--- src/rtl/memory_stage_pkg.sv ---
// Shared definitions for the memory stage: control-word bit positions, writeback
// select codes, load/store fn3 encodings and the bus FSM state type.
package memory_stage_pkg;

    localparam int CTR_LOAD       = 0;
    localparam int CTR_STORE      = 1;
    localparam int CTR_REG_WRITE  = 2;
    localparam int CTR_WB_SEL_LSB = 3;
    localparam int CTR_WB_SEL_MSB = 4;

    localparam logic [1:0] WB_SEL_ALU  = 2'b00;
    localparam logic [1:0] WB_SEL_LOAD = 2'b01;
    localparam logic [1:0] WB_SEL_PC   = 2'b10;

    localparam logic [2:0] FN3_LB  = 3'b000;
    localparam logic [2:0] FN3_LH  = 3'b001;
    localparam logic [2:0] FN3_LW  = 3'b010;
    localparam logic [2:0] FN3_LBU = 3'b100;
    localparam logic [2:0] FN3_LHU = 3'b101;
    localparam logic [2:0] FN3_SB  = 3'b000;
    localparam logic [2:0] FN3_SH  = 3'b001;
    localparam logic [2:0] FN3_SW  = 3'b010;

    typedef enum logic [1:0] {
        ST_IDLE = 2'd0,
        ST_REQ  = 2'd1,
        ST_DONE = 2'd2
    } mem_state_e;

    // Halfword accesses need a[0]=0, word accesses need a[1:0]=0.
    function automatic logic is_misaligned(input logic [2:0] fn3, input logic [1:0] addr_lo);
        return ((fn3[1:0] == FN3_LH[1:0]) && addr_lo[0]) ||
               ((fn3[1:0] == FN3_LW[1:0]) && (addr_lo != 2'b00));
    endfunction

endpackage

--- src/rtl/memory_stage_load_store_align.sv ---
// Byte-lane steering: store byte enables / replicated write data, and load lane
// extraction with sign or zero extension.
module load_store_align
    import memory_stage_pkg::*;
(
    input  logic [2:0]  fn3_i,
    input  logic [1:0]  addr_lo_i,
    input  logic [31:0] store_data_i,
    input  logic [31:0] rdata_i,
    output logic [3:0]  be_o,
    output logic [31:0] wdata_o,
    output logic [31:0] load_data_o
);

    logic [31:0] lane;

    assign lane = rdata_i >> {addr_lo_i, 3'b000};

    always_comb begin
        be_o    = 4'b1111;
        wdata_o = store_data_i;
        case (fn3_i[1:0])
            FN3_SB[1:0]: begin
                be_o    = 4'b0001 << addr_lo_i;
                wdata_o = {4{store_data_i[7:0]}};
            end
            FN3_SH[1:0]: begin
                be_o    = addr_lo_i[1] ? 4'b1100 : 4'b0011;
                wdata_o = {2{store_data_i[15:0]}};
            end
            default: ;
        endcase
    end

    always_comb begin
        case (fn3_i)
            FN3_LB:  load_data_o = {{24{lane[7]}}, lane[7:0]};
            FN3_LH:  load_data_o = {{16{lane[15]}}, lane[15:0]};
            FN3_LW:  load_data_o = rdata_i;
            FN3_LBU: load_data_o = {24'd0, lane[7:0]};
            FN3_LHU: load_data_o = {16'd0, lane[15:0]};
            default: load_data_o = 32'd0;
        endcase
    end

endmodule

--- src/rtl/memory_stage.sv ---
// Pipeline memory stage: drives a single-outstanding data bus transaction for
// loads/stores, detects misalignment and bus timeouts, and registers writeback.
module memory_stage
    import memory_stage_pkg::*;
#(
    parameter int TIMEOUT_CYCLES = 255
) (
    input  logic        clk,
    input  logic        rst_n,
    input  logic        clk_en,
    input  logic        invalidate,
    input  logic [5:0]  ctr_in,
    input  logic [31:0] inst_in,
    input  logic [31:0] alu_in,
    input  logic [29:0] inc_pc_in,
    input  logic [31:0] rs2_in,
    input  logic        branch_in,
    output logic        dbus_req,
    output logic        dbus_we,
    output logic [29:0] dbus_addr,
    output logic [3:0]  dbus_be,
    output logic [31:0] dbus_wdata,
    input  logic [31:0] dbus_rdata,
    input  logic        dbus_ack,
    output logic        stall_out,
    output logic        redirect_out,
    output logic [29:0] redirect_pc,
    output logic        wb_we,
    output logic [4:0]  wb_rd,
    output logic [31:0] wb_data,
    output logic [1:0]  trap_out
);

    localparam int CNT_W = $clog2(TIMEOUT_CYCLES + 1);

    mem_state_e  state_q, state_d;
    logic [CNT_W-1:0] cnt_q, cnt_d;
    logic        killed_q, killed_d;
    logic        squash_q, squash_d;
    logic [1:0]  trap_q, trap_d;
    logic [31:0] rdata_q, rdata_d;
    logic        wb_we_q, wb_we_d;
    logic [4:0]  wb_rd_q, wb_rd_d;
    logic [31:0] wb_data_q, wb_data_d;

    logic [2:0]  fn3;
    logic [4:0]  rd;
    logic        mem_op, misaligned, start_mem, timeout, drop;
    logic [31:0] load_data, wb_src;
    logic        unused_bits;

    assign fn3        = inst_in[14:12];
    assign rd         = inst_in[11:7];
    assign mem_op     = ctr_in[CTR_LOAD] | ctr_in[CTR_STORE];
    assign misaligned = mem_op && is_misaligned(fn3, alu_in[1:0]);
    assign start_mem  = (state_q == ST_IDLE) && mem_op && !misaligned && !invalidate && !squash_q;
    assign timeout    = (state_q == ST_REQ) && !dbus_ack && (cnt_q == CNT_W'(TIMEOUT_CYCLES - 1));
    assign drop       = killed_q | invalidate;

    // Upstream stays frozen while a transaction is pending, so bus fields come straight from the inputs.
    assign dbus_req     = (state_q == ST_REQ);
    assign dbus_we      = dbus_req && ctr_in[CTR_STORE];
    assign dbus_addr    = alu_in[31:2];
    assign stall_out    = rst_n && (start_mem || (state_q == ST_REQ));
    assign redirect_out = branch_in && !invalidate && !stall_out;
    assign redirect_pc  = alu_in[31:2];
    assign wb_we        = wb_we_q;
    assign wb_rd        = wb_rd_q;
    assign wb_data      = wb_data_q;
    assign trap_out     = trap_q;
    assign unused_bits  = ^{ctr_in[5], inst_in[31:15], inst_in[6:0]};

    load_store_align u_align (
        .fn3_i        (fn3),
        .addr_lo_i    (alu_in[1:0]),
        .store_data_i (rs2_in),
        .rdata_i      (rdata_q),
        .be_o         (dbus_be),
        .wdata_o      (dbus_wdata),
        .load_data_o  (load_data)
    );

    always_comb begin
        case (ctr_in[CTR_WB_SEL_MSB:CTR_WB_SEL_LSB])
            WB_SEL_ALU:  wb_src = alu_in;
            WB_SEL_LOAD: wb_src = load_data;
            WB_SEL_PC:   wb_src = {inc_pc_in, 2'b00};
            default:     wb_src = 32'd0;
        endcase
    end

    // squash_q marks an instruction whose aborted transaction must retire without re-issuing.
    always_comb begin
        state_d   = state_q;
        cnt_d     = cnt_q;
        killed_d  = killed_q;
        squash_d  = squash_q;
        trap_d    = 2'b00;
        rdata_d   = rdata_q;
        wb_we_d   = wb_we_q;
        wb_rd_d   = wb_rd_q;
        wb_data_d = wb_data_q;
        case (state_q)
            ST_IDLE: begin
                if (start_mem) begin
                    state_d  = ST_REQ;
                    cnt_d    = '0;
                    killed_d = 1'b0;
                    if (clk_en) wb_we_d = 1'b0;
                end else if (clk_en) begin
                    squash_d  = 1'b0;
                    trap_d[0] = misaligned && !invalidate && !squash_q;
                    wb_we_d   = ctr_in[CTR_REG_WRITE] && (rd != 5'd0) && !invalidate &&
                                !misaligned && !squash_q;
                    wb_rd_d   = rd;
                    wb_data_d = wb_src;
                end
            end
            ST_REQ: begin
                if (clk_en) wb_we_d = 1'b0;
                killed_d = drop;
                if (dbus_ack) begin
                    rdata_d = dbus_rdata;
                    if (drop) begin
                        state_d  = ST_IDLE;
                        squash_d = 1'b1;
                    end else begin
                        state_d = ST_DONE;
                    end
                end else if (timeout) begin
                    state_d   = ST_IDLE;
                    squash_d  = 1'b1;
                    trap_d[1] = !drop;
                end else begin
                    cnt_d = cnt_q + CNT_W'(1);
                end
            end
            ST_DONE: begin
                if (clk_en) begin
                    state_d   = ST_IDLE;
                    wb_we_d   = ctr_in[CTR_REG_WRITE] && (rd != 5'd0) && !invalidate;
                    wb_rd_d   = rd;
                    wb_data_d = wb_src;
                end
            end
            default: state_d = ST_IDLE;
        endcase
    end

    always_ff @(posedge clk or negedge rst_n) begin
        if (!rst_n) begin
            state_q   <= ST_IDLE;
            cnt_q     <= '0;
            killed_q  <= 1'b0;
            squash_q  <= 1'b0;
            trap_q    <= 2'b00;
            rdata_q   <= 32'd0;
            wb_we_q   <= 1'b0;
            wb_rd_q   <= 5'd0;
            wb_data_q <= 32'd0;
        end else begin
            state_q   <= state_d;
            cnt_q     <= cnt_d;
            killed_q  <= killed_d;
            squash_q  <= squash_d;
            trap_q    <= trap_d;
            rdata_q   <= rdata_d;
            wb_we_q   <= wb_we_d;
            wb_rd_q   <= wb_rd_d;
            wb_data_q <= wb_data_d;
        end
    end

endmodule

--- config.mk ---
export PLATFORM = sky130hd
export DESIGN_NAME = memory_stage
export DESIGN_NICKNAME = d
export VERILOG_FILES = /design/src/rtl/memory_stage_pkg.sv /design/src/rtl/memory_stage_load_store_align.sv /design/src/rtl/memory_stage.sv
export SDC_FILE = /design/constraint.sdc
export NUM_CORES = 1
export LEC_CHECK = 0
export ABC_AREA = 1
export CAP_MARGIN = 20
export CORE_MARGIN = 3
export CORE_UTILIZATION = 44
export DETAILED_ROUTE_END_ITERATION = 8
export GPL_TIMING_DRIVEN = 0
export MAX_ROUTING_LAYER = met4
export PLACE_DENSITY = 0.87
export SLEW_MARGIN = 25
export SYNTH_ARGS = -nofsm -noshare
export SYNTH_HDL_FRONTEND = slang
export SYNTH_SLANG_ARGS = --single-unit
--- constraint.sdc ---
create_clock -name clk -period 2.8 [get_ports clk]
set_input_delay 0.56 -clock clk [delete_from_list [all_inputs] [get_ports clk]]
set_output_delay 0.56 -clock clk [all_outputs]
set_load 0.01 [all_outputs]
==> flow_summary.toml <==
[run_status]
status = "finished clean"

[routing]
routed_via_density = 4.91
drtIter0Drc = 485
drc = 0
drtPass1Iterations = 5
num_vias = 6921
routedWlPerCell_um = 15.4
routed_wl_um = 21700
detail-route-antenna-nets = 0

[critical_path]
path_buf_inv = 5
cp_top_family = "buffers and inverters"
crit_arrival_ns = 2.17
crit_fanout = 10
required_ns = 2.24
cp-start-kind = "primary input"
slowest_delay_ns = 0.56
critPathSlowestCell = "clkdlybuf4s50_1"
crit_chain = "buf_4, inv_4, nand2_1, inv_1, clkbuf_4, nand2_1, nand3_1, clkdlybuf4s50_1"
cp-end-kind = "output port"
worst_path_most_repeated_cell = "nand2_1"
critical_path_class = "primary input to output port"

[finish]
diodes = 0
final_nets = 1408
fillerInstances = 1158
final_common_cell = "nand2_1"
final_layout_size_suffix_gt1_share_pct = 12.1
final_cell_mix = "nand2_1 (354), clkdlybuf4s50_1 (278), inv_1 (100)"
final_cells = 1411
syn2layout_area_growth_pct = 54.6

[clock_tree]
cts_tree = "yes"
cts_max_level = 3
cts_buffer_depth = 2
cts_sinks = 84
clkLatencyLatePin_ns = 0.34
holdBufCountCts = 0
root_buffer = "clkbuf_16"
clk_pin_slew_worst_paths_ns = 0.06
cts_buffers = 9

[job]
maxCapViolations = 0

[grt]
antenna_found_initial = 0
grt_max_degree = 44
grt_pass1_wl_um = 34600
grt_pass1_vias = 6719
grt_overflow = 0
track_usage_pct = 28.1

[yosys]
synth_edf_count = 0
synth.largest_area_cell = "dfrtp_1"
synth_area_um2 = 6160
synthCells = 937
yosysWarnings = 0
ys_seq_area_share_pct = 34.1
yosysTopAreaCellShare_pct = 34.1
synth_ff_type = "dfrtp_1"
avgSynthCellArea_um2 = 6.57
synth_nets = 1114
synthArstFlopShare_pct = 100
synth_area_leaders = "dfrtp_1 (34%), nand2_1 (22%), buf_4 (8.9%)"
ys_types = 34
ys_seq_elements = 84

[sta]
tns_ns = 0
fmax_mhz = 367
final_hold_viol_count = 0
setup_viol = 0
final_max_slew_viol_count = 0
whs_ns = 0.124
finalCritPeriodShare_pct = 97.4
fin_crit_ns = 2.73
finalClockSkew_ns = 0.00562
maxSlewHeadroom_pct = 61.3
worst_slew_pin_slew_ns = 0.580

[power]
p_leak_nw = 4.80
power_density_nw_per_um2 = 671
peakVddDrop_uv = 452

[die]
row_count = 42
dieWidth_um = 124
die_y_um = 124
coreArea_um2 = 13500
ioPinCount = 310
die_area_um2 = 15400
start_util_pct = 45.8

[placed_design]
port_buffers = 282
hpwlAfterDp_um = 17400
dp.cells = 1396
gp_congestion = 0.989

[worst_hold_path]
min_path_type = "primary input to async pin"
==> layout make-up <==
class / instances / area [um^2] / share of cell area, %
Multi-Input combinational cell: 636 / 2920 / 30.7
Timing Repair Buffer: 285 / 2860 / 30.0
Sequential cell: 84 / 2100 / 22.1
Buffer: 109 / 738 / 7.75
Inverter: 106 / 407 / 4.27
Clock buffer: 9 / 225 / 2.37
Tap cell: 176 / 220 / 2.31
Clock inverter: 6 / 48.8 / 0.513
==> path summary, 6_finish.rpt <==
check | from | end | slack [ns] | cells after the start
min in group clk | wb_rd[1] | wb_rd[1] | 0.48 | 2
setup / recovery | inst_in[13] | dbus_wdata[24] | 0.07 | 8
hold reg to reg | wb_rd[1] | wb_rd[1] | 0.48 | 2
setup reg to reg | state_q[1] | rdata_q[21] | 0.71 | 6
max in group asynchronous | rst_n | wb_data[12] | 2.10 | 2
hold / removal | rst_n | wb_rd[4] | 0.12 | 1
==> state kept, by name, summed over array words and instances, names as in the netlist <==
signal / cells
rdata_q: 32
squash_q: 1
trap_out: 2
wb_data: 32
state_q: 2
wb_we: 1
killed_q: 1
cnt_q: 8
wb_rd: 5
==> power by group <==
part	switching, W	total, W	leakage (nW)	internal, W
Clock	0.000523	0.00113	0.137	0.000607
Combinational	0.00158	0.00309	3.63	0.00151
Sequential	0.000428	0.00217	1.04	0.00175
Total	0.00253	0.00639	4.80	0.00386
==> cell families after synthesis <==
group,Yosys count,share of synthesized area [%]
simple gates,514,34.5
buf+inv,217,18.6
compound gates,97,8.17
flops,84,34.1
mux,15,2.74
fa+ha+maj,7,1.42
xor+xnor,3,0.427
==> what timing repair did <==
item                                    4_1_cts  5_1_grt
setup buffers                                 2        0
endpoints found under the setup margin       17       17
pin swaps                                     0        0
resized for setup                             5        7
==> per-layer routing <==
metal / track usage [%] / vias to the layer above / part of all wire [%]
met1: 35.6 / 3198 / 43
met3: 3.90 / 32 / 5.4
met5: - / - / 0
li1: - / 3429 / -
met2: 47.6 / 262 / 50
met4: 7.29 / 0 / 1.8
==> Yosys cell counts (all sizes together), types with 6 or more instances <==
library cell,number
nand2,360
inv,106
buf,90
nand3,88
dfrtp,84
o21ai,64
nor2,53
a21oi,26
clkbuf,21
mux2,15
ha,7
or2,6
==> stage by stage <==
stage	setup slack (ns)	util, %	area [um^2]	total power, W
4_1_cts	0.00997	70.7	9510	0.00638
2_1_floorplan	0.658	-	6160	0.00376
3_3_place_gp	-2.52	68.4	9200	0.00516
5_1_grt	-0.00180	70.8	9520	0.00683
6_report	0.0734	70.8	9520	0.00639
3_5_place_dp	-0.353	68.5	9220	0.00523
Note: power is estimated with default switching activity, not from simulation.
==> edit: new RTL, config.mk and constraints unchanged <==
`wb_data_q` no longer has a reset.
--- a/src/rtl/memory_stage.sv
+++ b/src/rtl/memory_stage.sv
@@ -157,7 +157,6 @@
             rdata_q   <= 32'd0;
             wb_we_q   <= 1'b0;
             wb_rd_q   <= 5'd0;
-            wb_data_q <= 32'd0;
         end else begin
             state_q   <= state_d;
             cnt_q     <= cnt_d;
@@ -167,8 +166,11 @@
             rdata_q   <= rdata_d;
             wb_we_q   <= wb_we_d;
             wb_rd_q   <= wb_rd_d;
-            wb_data_q <= wb_data_d;
         end
+    end
+
+    always_ff @(posedge clk) begin
+        wb_data_q <= wb_data_d;
     end
 
 endmodule
Function: changed (Yosys sat finds a counterexample within 4 cycles, from zero or initial values and one cycle with rst_n low).
==> edit against the unedited design <==
Routed wire length is 8.7% lower; cell area is 5.1% lower; maximum frequency is 0.96% lower; total power is 8.1% lower; setup slack worse by 0.026 ns; critical endpoint is now dbus_be[2]; synthesized area is 8.6% lower; sequential cell count stayed put; count of clock-buffer cells in the layout is 2 higher; utilization is 2.9 points higher.
==> edit: results (changes against the unedited design) <==
* DR iter-0 viols at 487 (+0.41%)
* GRT Total Usage at 28.21% (+0.094 points)
* Share of layout cells above drive strength 1 at 12.55% (+0.48 points)
* Post-synthesis xor/xnor area fraction at 0% (-0.43 points)
* Ranking of synthesized cells by area: nand2_1, dfrtp_1, edfxtp_1, buf_4, nand3_1
* Worst setup path startpoint: alu_in[1]
* Clk pwr share at 21.7% (+4.0 points)
* Total Wirelength at 19790 um (-8.7%)
* Sequential area share after synthesis at 40.20% (+6.1 points)
* Cells resized by post-CTS repair at 22 (+17)
* Final Wtd Congestion at 0.9309 (-5.9%)
* Reg-to-Reg Start: state_q[0]
* R2r worst-path depth at 8 (+2)
* Initial antenna violation count at 2 (+2)
* Skew final at 0.008095 ns (+0.002475 ns)
* Slowest stage delay, CP at 0.58 ns (+0.02 ns)
* Syn Inst Count at 798 (-15%)
* Yosys cell types at 32 (-5.9%)
* Avg WL per Cell at 15.58 um (+1.4%)
* Peak supply drop at 0.7831 mV (+73%)
* Status: completed
* Leakage at 4.256 nW (-11%)
* WP data arrival at 2.19 ns (+0.02 ns)
* Cell Int Power at 3.706 mW (-4.0%)
* Worst r2r dst: wb_data[9]
* Detail Placement HPWL at 15900 um (-8.6%)
* Sequential share of power at 36.3% (+2.3 points)
* GR Util met2 at 47.47% (-0.14 points)
* Critical Path Sink: dbus_be[2]
* Vias in the first global route at 5986 (-11%)
* Grt met3 use at 8.357% (+4.5 points)
* Top cells by count, synth: nand2_1, nand3_1, buf_4, dfrtp_1, inv_1
* FF-to-FF setup slack at 0.41 ns (-0.30 ns)
* Placed cell area at 8678 um^2 (-5.9%)
* Synth Net Count at 975 (-12%)
* Vias per std cell at 4.884 (-0.42%)
* Placed Instances at 1250 (-10%)
* Post-synth EDFFs at 32 (+32)
* GRT met1 Usage at 33.31% (-2.3 points)
* Worst hold slack at 0.2573 ns (+0.1335 ns)
* H-tree depth at 3 (unchanged)
* Async S/R FF share, synth at 61.90% (-38 points)
* Slew @ Worst Pin at 0.7871 ns (+0.2069 ns)
[edit: stage by stage]
stage / setup slack [ns] / total power, mW / util (%)
floorplan: 0.6091 / 3.406 / -
global placement: -1.422 / 4.522 / 70.80
detailed placement: -0.6287 / 4.584 / 70.78
CTS: 0.0005296 / 5.881 / 73.55
global route: 0.008014 / 6.268 / 73.67
finish: 0.04691 / 5.875 / 73.67
[edit: logic make-up after synthesis]
logic type	Yosys count
buffers and inverters	153
adder cells (fa/ha/maj)	7
AO/OA/AOI/OAI	62
flip-flops	84
AND/OR/NAND/NOR	492
[edit: routing by layer]
layer  vias to the layer above  part of all wire [%]
met5                         -                     0
met4                         0                   1.6
met3                        29                   9.8
met2                       300                    50
met1                      2814                    39
li1                       3060                     -
[edit: final cells by class]
type	count	area (um^2)
diodes	2	5.005
flip-flops and latches	84	2262
fillers	937	3228
clock inverters	5	66.31
well taps	168	210.2
multi-input cells	561	2520
plain buffers	99	673.1
inverters	54	202.7
clock buffers	11	254.0
repair buffers	286	2840
